[src/rtl/draw_scheduler.sv]
// draw_scheduler: sequences border/ball/paddle draw clients once per frame and muxes
// the granted client's pixel writes onto the single VGA write port.
module draw_scheduler #(
   parameter int FRAME_CYCLES = 833333,
   parameter int TIMEOUT      = 4095
) (
   input  logic        clk,
   input  logic        reset,
   input  logic        enable,
   output logic [3:0]  go_out,
   input  logic [3:0]  done_in,
   input  logic [3:0]  plot_in,
   input  logic [31:0] x_in,
   input  logic [27:0] y_in,
   input  logic [11:0] colour_in,
   output logic        plot_out,
   output logic [7:0]  x_out,
   output logic [6:0]  y_out,
   output logic [2:0]  colour_out,
   output logic [1:0]  grant,
   output logic        busy,
   output logic        frame_tick,
   output logic [2:0]  err
);
   localparam int FW = $clog2(FRAME_CYCLES + 1);
   localparam int TW = $clog2(TIMEOUT + 1);

   typedef enum logic [2:0] {IDLE, START, RUN, NEXT, WAIT_FRAME} state_t;

   state_t        state, state_n;
   logic [1:0]    idx, idx_n;
   logic          border_drawn, border_n;
   logic          tick_pending, pend_n;
   logic [2:0]    err_n;
   logic [FW-1:0] fcnt;
   logic [TW-1:0] tcnt, tcnt_n;
   logic          run;
   logic [3:0]    sel;

   assign run        = state == RUN;
   assign sel        = 4'b0001 << idx;
   assign frame_tick = fcnt == FW'(FRAME_CYCLES - 1);
   assign go_out     = state == START ? sel : 4'b0000;
   assign grant      = idx;
   assign busy       = state != IDLE;
   assign plot_out   = run & plot_in[idx];
   assign x_out      = run ? x_in[{idx, 3'b000} +: 8] : 8'd0;
   assign y_out      = run ? y_in[5'(idx) * 5'd7 +: 7] : 7'd0;
   assign colour_out = run ? colour_in[4'(idx) * 4'd3 +: 3] : 3'd0;

   always_ff @(posedge clk or posedge reset)
      if (reset) begin
         state        <= IDLE;
         idx          <= 2'd0;
         border_drawn <= 1'b0;
         tick_pending <= 1'b0;
         err          <= 3'b000;
         fcnt         <= '0;
         tcnt         <= '0;
      end else begin
         state        <= state_n;
         idx          <= idx_n;
         border_drawn <= border_n;
         tick_pending <= pend_n;
         err          <= err_n;
         fcnt         <= frame_tick ? '0 : fcnt + 1'b1;
         tcnt         <= tcnt_n;
      end

   always_comb begin
      state_n  = state;
      idx_n    = idx;
      border_n = border_drawn;
      pend_n   = tick_pending;
      err_n    = err;
      tcnt_n   = tcnt;
      if (frame_tick && state != WAIT_FRAME) begin
         pend_n   = 1'b1;
         err_n[1] = 1'b1;
      end
      if (|(plot_in & ~(run ? sel : 4'b0000)))
         err_n[2] = 1'b1;
      case (state)
         IDLE:
            if (enable) begin
               state_n = START;
               idx_n   = border_drawn ? 2'd1 : 2'd0;
            end
         START: begin
            tcnt_n  = '0;
            state_n = RUN;
         end
         RUN:
            // done wins over a timeout landing in the same cycle
            if (done_in[idx])
               state_n = NEXT;
            else if (tcnt == TW'(TIMEOUT - 1)) begin
               err_n[0] = 1'b1;
               state_n  = NEXT;
            end else
               tcnt_n = tcnt + 1'b1;
         NEXT: begin
            if (idx == 2'd0)
               border_n = 1'b1;
            if (!enable)
               state_n = IDLE;
            else begin
               state_n = idx == 2'd3 ? WAIT_FRAME : START;
               idx_n   = idx == 2'd3 ? 2'd1 : idx + 2'd1;
            end
         end
         WAIT_FRAME:
            if (!enable)
               state_n = IDLE;
            else if (frame_tick || tick_pending) begin
               pend_n  = 1'b0;
               state_n = START;
            end
         default: state_n = IDLE;
      endcase
   end
endmodule

[config.mk]
export PLATFORM = sky130hd
export DESIGN_NAME = draw_scheduler
export DESIGN_NICKNAME = d
export VERILOG_FILES = /design/src/rtl/draw_scheduler.sv
export SDC_FILE = /design/constraint.sdc
export NUM_CORES = 1
export LEC_CHECK = 0
export CORE_MARGIN = 5
export CORE_UTILIZATION = 47
export CTS_CLUSTER_DIAMETER = 30
export DETAILED_ROUTE_END_ITERATION = 16
export DONT_BUFFER_PORTS = 1
export HOLD_SLACK_MARGIN = 0.15
export PLACE_DENSITY_LB_ADDON = 0.15
export SLEW_MARGIN = 10
export SYNTH_ARGS = -nofsm -noshare
export SYNTH_HDL_FRONTEND = slang
export SYNTH_SLANG_ARGS = --single-unit
[constraint.sdc]
create_clock -name clk -period 2.12 [get_ports clk]
set_clock_uncertainty 0.2 [all_clocks]
set_input_delay 0.106 -clock clk [delete_from_list [all_inputs] [get_ports clk]]
set_output_delay 0.106 -clock clk [all_outputs]
set_load 0.01 [all_outputs]
==> key figures, run 1 <==
Clocking
  • CTS sink count: 42
  • CTS tree: done
  • Root buffer cell: clkbuf_8
  • CTS Buffer Depth: 2
  • Number of buffers created by CTS: 5
  • Clock Latency Late Sink: about 290 ps
  • Worst-path clk slew: 80 ps
  • H-Tree Depth: 2

GRT
  • Largest net degree at the start of global routing: 43
  • GRT Total Usage: about 17%
  • Remaining global-route overflow: 0
  • First-pass GRT wire length: roughly 11000 µm
  • Antenna violations before repair: 0
  • Vias in the first global route: 2271

Cells and area
  • Storage cell area: 1051 µm²
  • ANT cells: 0
  • Most common cell after layout, fill and taps aside: dfrtp_1
  • Commonest non-fill, non-tap cells in the layout: 42 x dfrtp_1, 31 x buf_4, 22 x nand2_1, 21 x and2_1
  • Area grow syn2layout: 17.16%
  • Number of fill cells in the layout: a little over 500
  • Multi-input logic area: between 1500 and 2000 µm²
  • Share of layout cells above drive strength 1: 23.34%
  • Nets@finish: 407

Critical path
  • Worst setup SP type: flip-flop
  • Kind of critical path: reg2out
  • Peak per-stage delay on the critical path: 510 ps
  • Arrival @ worst endpoint: 1860 ps
  • RR Startpoint: fcnt[6]$_DFF_PP0_
  • Register-to-register setup slack: around 60 ps
  • CP Capture Type: output port
  • Reg2Reg Capture Point: fcnt[18]$_DFF_PP0_
  • Required time of the critical path: between 1500 and 2000 ps
  • Worst Path Max Fanout: 3
  • CP max-delay cell: or4b_1
  • Most frequent CP cell: buf_6
  • Register-to-Register Path Depth: 5
  • Crit path cell chain: or4b_1, or3_4, nor2_4, buf_6, buf_6

Outcome
  • Violated checks: setup timing
  • Status: finished, violations left

Synthesis
  • Synth Net Count: 370
  • Synth Register Bits: 42
  • Mux contribution to synthesized area: 17.12%
  • Adder-cell share of the synthesized area: 3.484%
  • Main combinational cell family by area after synthesis: simple AND/OR/NAND/NOR gates
  • Ys Warns: 0
  • Ys flop type: dfrtp_1
  • Synthesized area: ~2900 µm²
  • XOR/XNOR Fraction of Synth Area: about 5%
  • Syn Area/Cell: a little over 10 µm²
  • Sequential share of the synthesized area: a little over a third
  • Cells after Synth: about 280
  • Share of synthesized cell area in and, or, nand and nor gates: between 20 and 30%
  • Post-synthesis compound-gate area fraction: slightly below 9%
  • EDFF count, synth: 0
  • Cell variety after synth: 52
  • Synth async-reset ratio: 100.0%

STA
  • Final worst-path cycle share: 102.4%
  • Fin crit period: ~2200 ps
  • Fmax: between 0.4 and 0.5 GHz
  • Final setup vio count: 1
  • Final hold violation count: 0
  • Worst rel slew slack: between 60% and 70%
  • Worst-Margin Slew: roughly 530 ps
  • Setup repair after global routing missed its margin: true
  • Setup tns final: -50.19 ps
  • Final slew viol count: 0
  • Min setup slack post-route: -50.19 ps

Drt
  • Antenna Nets Post-Route: 0
  • Remaining DRCs: 0
  • Via Count: around 2300
  • Via-per-instance ratio: roughly 5.8
  • Drt pass-1 iters: 4
  • DRT iter0 DRCs: between 90 and 100
  • WL final: around 6800 µm
  • DR WL/cell: 17.47 µm

Pwr
  • VDD IR max: ~0.55 mV
  • Leak: about 1.4 nW
  • Pwr per Cell Area: roughly 800 nW/µm²
  • Design Power: ~2.7 mW

Floorplanning
  • Die W: 88.18 µm
  • Core Footprint: 5921 µm²
  • Starting density of the core: 48.52%
  • Die footprint: ~7800 µm²
  • I/O pins: 113
  • Row count: 28
  • Die height: about 90 µm

Placement
  • Pre-CTS setup slack: around 74 ps
  • PortBufs: 0
  • Final GP Congestion: between 0.9 and 1
  • Post-DP HPWL: between 5000 and 6000 µm

Worst hold path
  • Hold WC Path Type: in2async

Run
  • Maxcap violations: 0
-- sequential cells by signal, summed over array words and instances (netlist names) --
signal,count
fcnt,20
tcnt,12
err,3
state,3
grant,2
border_drawn,1
tick_pending,1
-- where the power goes --
part / switching (mW) / total (mW) / internal, mW
combinational: 0.671 / 1.27 / 0.600
clock: 0.272 / 0.505 / 0.233
sequential: 0.0621 / 0.922 / 0.860
total: 1.01 / 2.70 / 1.69
-- timing repair --
action | 4_1_cts | 5_1_grt
pin swaps | 1 | 2
hold endpoints to repair | 48 | 0
resized for setup | 5 | 7
hold buffers | 6 | 0
buffers inserted | 3 | 4
setup endpoints to repair | 20 | 26
-- critical path: cells and delay by family, from the launching register on --
family        cells  cell delay (ps)
simple gates      3              980
flops             1              390
buf+inv           2              210
-- synthesized netlist by cell type (all sizes together), types with 2 or more instances --
| library cell | n | share of area, % |
|---|---|---|
| nand2b | 5 | 1.3 |
| nor3b | 3 | 0.96 |
| o21ai | 6 | 1.0 |
| and2 | 21 | 4.6 |
| inv | 13 | 1.7 |
| a21oi | 6 | 1.0 |
| a21boi | 2 | 0.52 |
| buf | 4 | 0.78 |
| dfrtp | 42 | 37 |
| and4 | 3 | 0.91 |
| and3 | 7 | 1.5 |
| o31a | 2 | 0.61 |
| or3 | 3 | 0.65 |
| nand2 | 22 | 2.9 |
| clkbuf | 6 | 0.78 |
| o31ai | 3 | 0.78 |
| nor4 | 5 | 1.3 |
| nor2 | 21 | 2.8 |
| nor3 | 6 | 1.0 |
| and3b | 2 | 0.61 |
| or4 | 3 | 0.78 |
| nand3 | 15 | 2.6 |
| o211ai | 4 | 1.0 |
| or4b | 2 | 0.70 |
| mux4 | 20 | 16 |
| xor2 | 8 | 2.4 |
| o21a | 3 | 0.78 |
| mux2i | 3 | 1.0 |
| a21o | 2 | 0.52 |
| o311ai | 2 | 0.61 |
| nor4bb | 2 | 0.70 |
| ha | 8 | 3.5 |
| nand4 | 5 | 1.1 |
| xnor2 | 8 | 2.4 |
-- metal layers --
| layer | routed length (µm) | GRT usage (%) |
|---|---|---|
| met4 | 45 | 3.297 |
| met3 | 459 | 3.857 |
| met5 | 0 | 0 |
| met2 | 3437 | 28.28 |
| met1 | 2905 | 23.51 |
-- logic make-up (layout without fill, tap and decap cells) --
| kind of cell | count (synthesis) | after routing |
|---|---|---|
| AND/OR/NAND/NOR | 130 | 130 |
| flip-flops | 42 | 42 |
| AO/OA/AOI/OAI | 36 | 36 |
| multiplexers | 24 | 24 |
| buffers and inverters | 23 | 61 |
| XOR/XNOR | 16 | 16 |
| adder cells (fa/ha/maj) | 8 | 8 |
-- final cells by class --
type	count	share of cell area, %
Clock buffer	6	2.156
Multi-Input combinational cell	214	52.01
Clock inverter	2	0.4089
Tap cell	75	2.788
Inverter	13	1.450
Timing Repair Buffer	40	9.963
Sequential cell	42	31.23
-- stage by stage --
step | instance area [µm²] | utilization (%) | instances | hold WS (ps)
after floorplan | 2873 | - | 279 | -9.285
after global placement | 3139 | 53.02 | 373 | -32.22
after detailed placement | 3139 | 53.02 | 373 | -27.97
after CTS | 3329 | 56.23 | 390 | 205.4
after global routing | 3366 | 56.85 | 392 | 208.2
final | 3366 | 56.85 | 392 | 190.2
-- worst max-delay path by stage --
stage                               from             endpoint  slack (ps)  depth (start not counted)
finish                fcnt[11]$_DFF_PP0_           frame_tick         -50                          5
global route          fcnt[11]$_DFF_PP0_           frame_tick        -120                          5
CTS                   fcnt[11]$_DFF_PP0_           frame_tick         -60                          5
detailed placement    fcnt[11]$_DFF_PP0_   fcnt[19]$_DFF_PP0_          70                          5
global placement      fcnt[11]$_DFF_PP0_   fcnt[19]$_DFF_PP0_         100                          5
floorplan           grant[0]$_DFFE_PP0P_  tcnt[2]$_DFFE_PP0P_          30                          5
Power figures use the tool's default switching activity.
==> run 2: changes to the inputs <==
Settings changed: REMOVE_ABC_BUFFERS set to 1, SKIP_LAST_GASP set to 1.
==> run 2 against run 1 <==
  * Hold slack barely moved
  * Die area did not move
  * The run still ends with setup timing left
  * Sequential power rose by 1%
  * Highest routed layer unchanged
  * Non-clock buffer count rose by 8
  * First-iteration DRC count rose by 38%
  * Wire length rose by 7.5%
==> key figures, run 2 (synthesis gave the netlist of run 1 again) <==
STA
  • Setup repair after global routing missed its margin: true
  • Min setup slack post-route: -26.74 ps
  • Final setup vio count: 1
  • Worst hold slack: between 150 and 200 ps
  • Worst rel slew slack: between 60 and 70%
  • Final hold violation count: 0
  • Worst-Margin Slew: ~540 ps
  • Setup tns final: -26.74 ps
  • Fmax: ~0.47 GHz
  • Final slew viol count: 0
  • Final worst-path cycle share: 101.3%
  • Fin crit period: 2147 ps

Pwr
  • VDD IR max: between 0.5 and 0.6 mV
  • Pwr per Cell Area: a little over 800 nW/µm²
  • Design Power: ~2.9 mW
  • Leak: roughly 1.5 nW

Clocking
  • Clock Latency Late Sink: between 200 and 300 ps
  • H-Tree Depth: 2
  • Number of buffers created by CTS: 5
  • CTS Buffer Depth: 2
  • Worst-path clk slew: ~80 ps
  • CTS sink count: 42
  • Root buffer cell: clkbuf_8
  • CTS tree: done

Cells and area
  • Multi-input logic area: 1774 µm²
  • Storage cell area: between 1000 and 1500 µm²
  • Commonest non-fill, non-tap cells in the layout: 42 x dfrtp_1, 35 x buf_4, 22 x nand2_1, 21 x and2_1
  • Reg with most FFs: fcnt
  • ANT cells: 0
  • Largest regs: fcnt: 20 flops, tcnt: 12 flops
  • Max reg flops: 20
  • Most common cell after layout, fill and taps aside: dfrtp_1
  • Number of fill cells in the layout: roughly 510
  • Nets@finish: roughly 420
  • Share of layout cells above drive strength 1: between 20% and 30%
  • Area grow syn2layout: 22.13%
  • Non-Filler Instances: 400

Floorplanning
  • Row count: 28
  • Core Footprint: about 5900 µm²
  • Starting density of the core: between 40% and 50%
  • Die height: between 80 and 90 µm
  • Die footprint: 7776 µm²
  • I/O pins: 113
  • Die W: slightly below 90 µm

Critical path
  • Crit path depth: 5
  • Crit path cell chain: or4b_1, or3_4, nor2_4, buf_6, buf_6
  • Peak per-stage delay on the critical path: 520 ps
  • Kind of critical path: reg2out
  • Crit path max-delay family: simple AND/OR/NAND/NOR gates
  • Most frequent CP cell: buf_6
  • Worst setup SP type: flip-flop
  • CP max-delay cell: or4b_1
  • CP Capture Type: output port
  • Register-to-Register Path Depth: 5
  • Worst Path Max Fanout: 2
  • Required time of the critical path: about 1800 ps
  • Arrival @ worst endpoint: approximately 1800 ps
  • Buf+Inv Stages, Crit Path: 2

Placement
  • Final GP Congestion: about 0.82
  • Cells after DPL: 372
  • PortBufs: 0
  • Post-DP HPWL: roughly 5600 µm

Drt
  • DR WL/cell: approximately 18 µm
  • DRT iter0 DRCs: 127
  • Remaining DRCs: 0
  • Via Count: 2342
  • Antenna Nets Post-Route: 0
  • Drt pass-1 iters: 4
  • WL final: approximately 7400 µm
  • Via-per-instance ratio: 5.855

GRT
  • Vias in the first global route: 2377
  • Largest net degree at the start of global routing: 43
  • First-pass GRT wire length: roughly 11000 µm
  • Antenna violations before repair: 0
  • GRT Total Usage: 17.96%
  • Remaining global-route overflow: 0

Outcome
  • Violated checks: setup timing
  • Status: finished, violations left

Run
  • Maxcap violations: 0

Worst hold path
  • Hold WC Path Type: in2async
run 2: what timing repair did:
action / in CTS / in global routing
gates resized for setup: 8 / 11
pin swaps: 0 / 9
gates cloned: 0 / 1
endpoints found under the setup margin: 14 / 28
hold buffers: 6 / 0
endpoints found under the hold margin: 48 / 0
setup buffers: 6 / 11
run 2: metrics by stage:
stage	util, %	worst slack [ps]	instance area [µm²]
detailed placement	52.90	102.0	3132
global route	59.26	-110.4	3508
floorplan	-	-722.2	2828
global placement	52.90	128.9	3132
CTS	56.78	-47.16	3362
finish	59.26	-26.74	3508
run 2: layer usage:
layer | track usage, % | wire length, µm
met1 | 20.97 | 2787
met2 | 32.83 | 3900
met3 | 4.327 | 596
met4 | 4.670 | 78
met5 | 0 | 0
run 2: worst register-to-register path, stage by stage (launching register included):
cell	delay (ps)
dfrtp_1	350
buf_4	120
nand4_1	230
or4_4	600
or3_4	400
a21oi_2	130
run 2: where the power goes:
group | internal [mW] | switching [mW]
registers | 0.860 | 0.0704
logic | 0.749 | 0.708
clock network | 0.263 | 0.268
total | 1.87 | 1.05
run 2: final timing paths:
path                                          start                        to  slack [ps]
max                               fcnt[3]$_DFF_PP0_                frame_tick         -30
min                                           reset        err[0]$_DFFE_PP0P_         190
max reg2reg                       fcnt[6]$_DFF_PP0_        fcnt[18]$_DFF_PP0_          30
min reg2reg                border_drawn$_DFFE_PP0P_  border_drawn$_DFFE_PP0P_         290
max in group asynchronous                     reset        fcnt[15]$_DFF_PP0_        1150
min in group clk                         done_in[0]       tcnt[9]$_DFFE_PP0P_         220
run 2: final cells by class:
type                    instances  area share, %
inverters                      13          1.391
clock inverters                 1         0.1427
flip-flops and latches         42          29.96
well taps                      75          2.675
repair buffers                 48          12.80
clock buffers                   7          2.461
multi-input cells             214          50.57
==> run 3: changes to the inputs <==
--- a/config.mk
+++ b/config.mk
@@ -6,5 +6,5 @@
 export NUM_CORES = 1
 export LEC_CHECK = 0
-export CORE_MARGIN = 5
+export CORE_MARGIN = 1
 export CORE_UTILIZATION = 47
 export CTS_CLUSTER_DIAMETER = 30
==> constraint.sdc (replaced) <==
create_clock -name clk -period 2.12 [get_ports clk]
set_clock_uncertainty 0.2 [all_clocks]
set_input_delay 0.424 -clock clk [delete_from_list [all_inputs] [get_ports clk]]
set_output_delay 0.424 -clock clk [all_outputs]
set_load 0.01 [all_outputs]
==> run 3 against run 2 <==
  * The flow still finishes with violations (setup timing)
  * Core utilization grew 4.7 points
  * Wire length up 3.5%
  * Total power up 25%
  * Clock power is 47% higher
  * Critical endpoint is now x_out[6]
  * Highest routed layer unchanged
==> key figures, run 3 (synthesis gave the netlist of run 1 again) <==
Outcome
  • Status: finished, violations left
  • Violated checks: setup timing

Pwr
  • Pwr per Cell Area: just under 1000 nW/µm²
  • Leak: roughly 1.6 nW
  • VDD IR max: 0.7914 mV

Cells and area
  • Reg with most FFs: fcnt
  • Share of layout cells above drive strength 1: approximately two fifths
  • Commonest non-fill, non-tap cells in the layout: 41 x dfrtp_1, 33 x buf_4, 21 x nand2_1, 20 x mux4_2
  • Non-Filler Instances: just over 400
  • Number of fill cells in the layout: 450
  • Area grow syn2layout: 31.79%
  • Max reg flops: 20
  • Nets@finish: 417
  • Multi-input logic area: slightly below 2000 µm²
  • Most common cell after layout, fill and taps aside: dfrtp_1
  • Storage cell area: 1052 µm²
  • Largest regs: fcnt: 20 flops, tcnt: 12 flops

Drt
  • Via-per-instance ratio: a little under 6
  • Top Layer Used: met4
  • DR WL met3: between 400 and 500 µm
  • Drt pass-1 iters: 4
  • DRT iter0 DRCs: 96
  • WL met1: around 2900 µm
  • Routed length on met2: 3978 µm
  • Remaining DRCs: 0
  • DR WL/cell: ~19 µm
  • Via Count: roughly 2400
  • WL final: between 7000 and 8000 µm
  • Antenna Nets Post-Route: 0

Placement
  • Post-DP HPWL: ~5300 µm
  • PortBufs: 0
  • Final GP Congestion: between 0.7 and 0.8
  • Cells after DPL: between 300 and 400

Clocking
  • Root buffer cell: clkbuf_8
  • CTS tree: done
  • H-Tree Depth: 2
  • Clock Latency Late Sink: around 300 ps
  • CTS Buffer Depth: 2
  • CTS sink count: 42
  • Worst-path clk slew: 80 ps
  • Number of buffers created by CTS: 5

STA
  • Final setup vio count: 29
  • Min setup slack post-route: -235.1 ps
  • Fmax: about 0.42 GHz
  • Worst rel slew slack: 61.65%
  • Fin crit period: between 2000 and 2500 ps
  • Setup repair after global routing missed its margin: true
  • Worst hold slack: ~260 ps
  • Final worst-path cycle share: 111.1%
  • Final slew viol count: 0
  • Worst-Margin Slew: 566.2 ps
  • Final hold violation count: 0

Floorplanning
  • Core Footprint: around 6000 µm²
  • Starting density of the core: 48.52%
  • Row count: 28
  • Die W: 80.18 µm
  • Die height: around 80 µm
  • I/O pins: ~110
  • Die footprint: about 6400 µm²

Critical path
  • CP max-delay cell: mux4_2
  • Worst Path Max Fanout: 5
  • Kind of critical path: reg2out
  • Crit path max-delay family: multiplexers
  • CP Capture Type: output port
  • Worst setup SP type: flip-flop
  • Buf+Inv Stages, Crit Path: 2
  • Arrival @ worst endpoint: ~1700 ps
  • Required time of the critical path: roughly 1500 ps
  • Crit path cell chain: buf_12, buf_16, mux4_2, and2_4
  • Register-to-register setup slack: -170 ps
  • Peak per-stage delay on the critical path: 500 ps

GRT
  • First-pass GRT wire length: 11230 µm
  • GRT Total Usage: approximately a quarter
  • Antenna violations before repair: 2
  • Remaining global-route overflow: 0
  • Vias in the first global route: 2298
  • Largest net degree at the start of global routing: 43

Run
  • Maxcap violations: 0

Worst hold path
  • Hold WC Path Type: reg2reg
[run 3: changes by cell type in the layout (fill, tap and decap cells not counted), moves of 3 or more]
cell / delta
and3_1: -4
and2_4: +19
ha_1: -4
and3_4: +4
ha_4: +3
and2_1: -19
[run 3: cell type report]
| cell class | count | area share (%) |
|---|---|---|
| clock inverter | 2 | 1.586 |
| tap | 75 | 2.479 |
| sequential | 42 | 27.79 |
| timing repair buffer | 50 | 13.32 |
| inverter | 13 | 1.718 |
| antenna | 2 | 0.1322 |
| multi-input combinational | 214 | 50.79 |
| clock buffer | 6 | 2.181 |
[run 3: through the flow]
| step | setup TNS (ps) | power (mW) | util (%) | setup slack [ps] | instance area, µm² |
|---|---|---|---|---|---|
| after floorplan | -15510 | 1.887 | - | -722.2 | 2828 |
| after global placement | 0 | 2.191 | 52.85 | 32.85 | 3129 |
| after detailed placement | 0 | 2.203 | 52.85 | 20.36 | 3129 |
| after CTS | -3911 | 3.346 | 59.81 | -223.0 | 3541 |
| after global routing | -6620 | 3.851 | 63.95 | -290.3 | 3786 |
| final | -4368 | 3.647 | 63.95 | -235.1 | 3786 |
[run 3: what timing repair did]
action	CTS	global route
buffers inserted	8	9
hold endpoints to repair	48	0
cloned	2	1
endpoints found under the setup margin	24	38
pin swaps	3	13
hold buffers	6	0
resized for setup	24	46
[run 3: worst paths after layout]
check	end	cells after the start	startpoint
min	border_drawn$_DFFE_PP0P_	1	border_drawn$_DFFE_PP0P_
max	x_out[6]	4	grant[0]$_DFFE_PP0P_
min reg2reg	border_drawn$_DFFE_PP0P_	1	border_drawn$_DFFE_PP0P_
max in group asynchronous	grant[0]$_DFFE_PP0P_	3	reset
max reg2reg	tcnt[6]$_DFFE_PP0P_	7	grant[0]$_DFFE_PP0P_
min in group asynchronous	tcnt[2]$_DFFE_PP0P_	3	reset
[run 3: routing by layer]
layer  track usage (%)  vias to the layer above
met2             42.05                      100
li1                  -                     1125
met3             4.545                       15
met5                 0                        -
met1             27.19                     1169
met4             9.464                        0
[run 3: worst reg2reg max path, delay by kind of cell, from the launching register on]
kind	cells	cell delay (ps)
AOI/OAI and AO/OA	2	460
buffers and inverters	3	360
muxes	1	520
DFF	1	480
and+or+nand+nor	1	190
[run 3: report_power, final]
group | total, mW | internal (mW) | leakage (nW) | switching, mW
logic | 1.90 | 1.04 | 0.946 | 0.860
clock network | 0.782 | 0.502 | 0.0714 | 0.280
registers | 0.963 | 0.861 | 0.553 | 0.102
total | 3.65 | 2.41 | 1.57 | 1.24
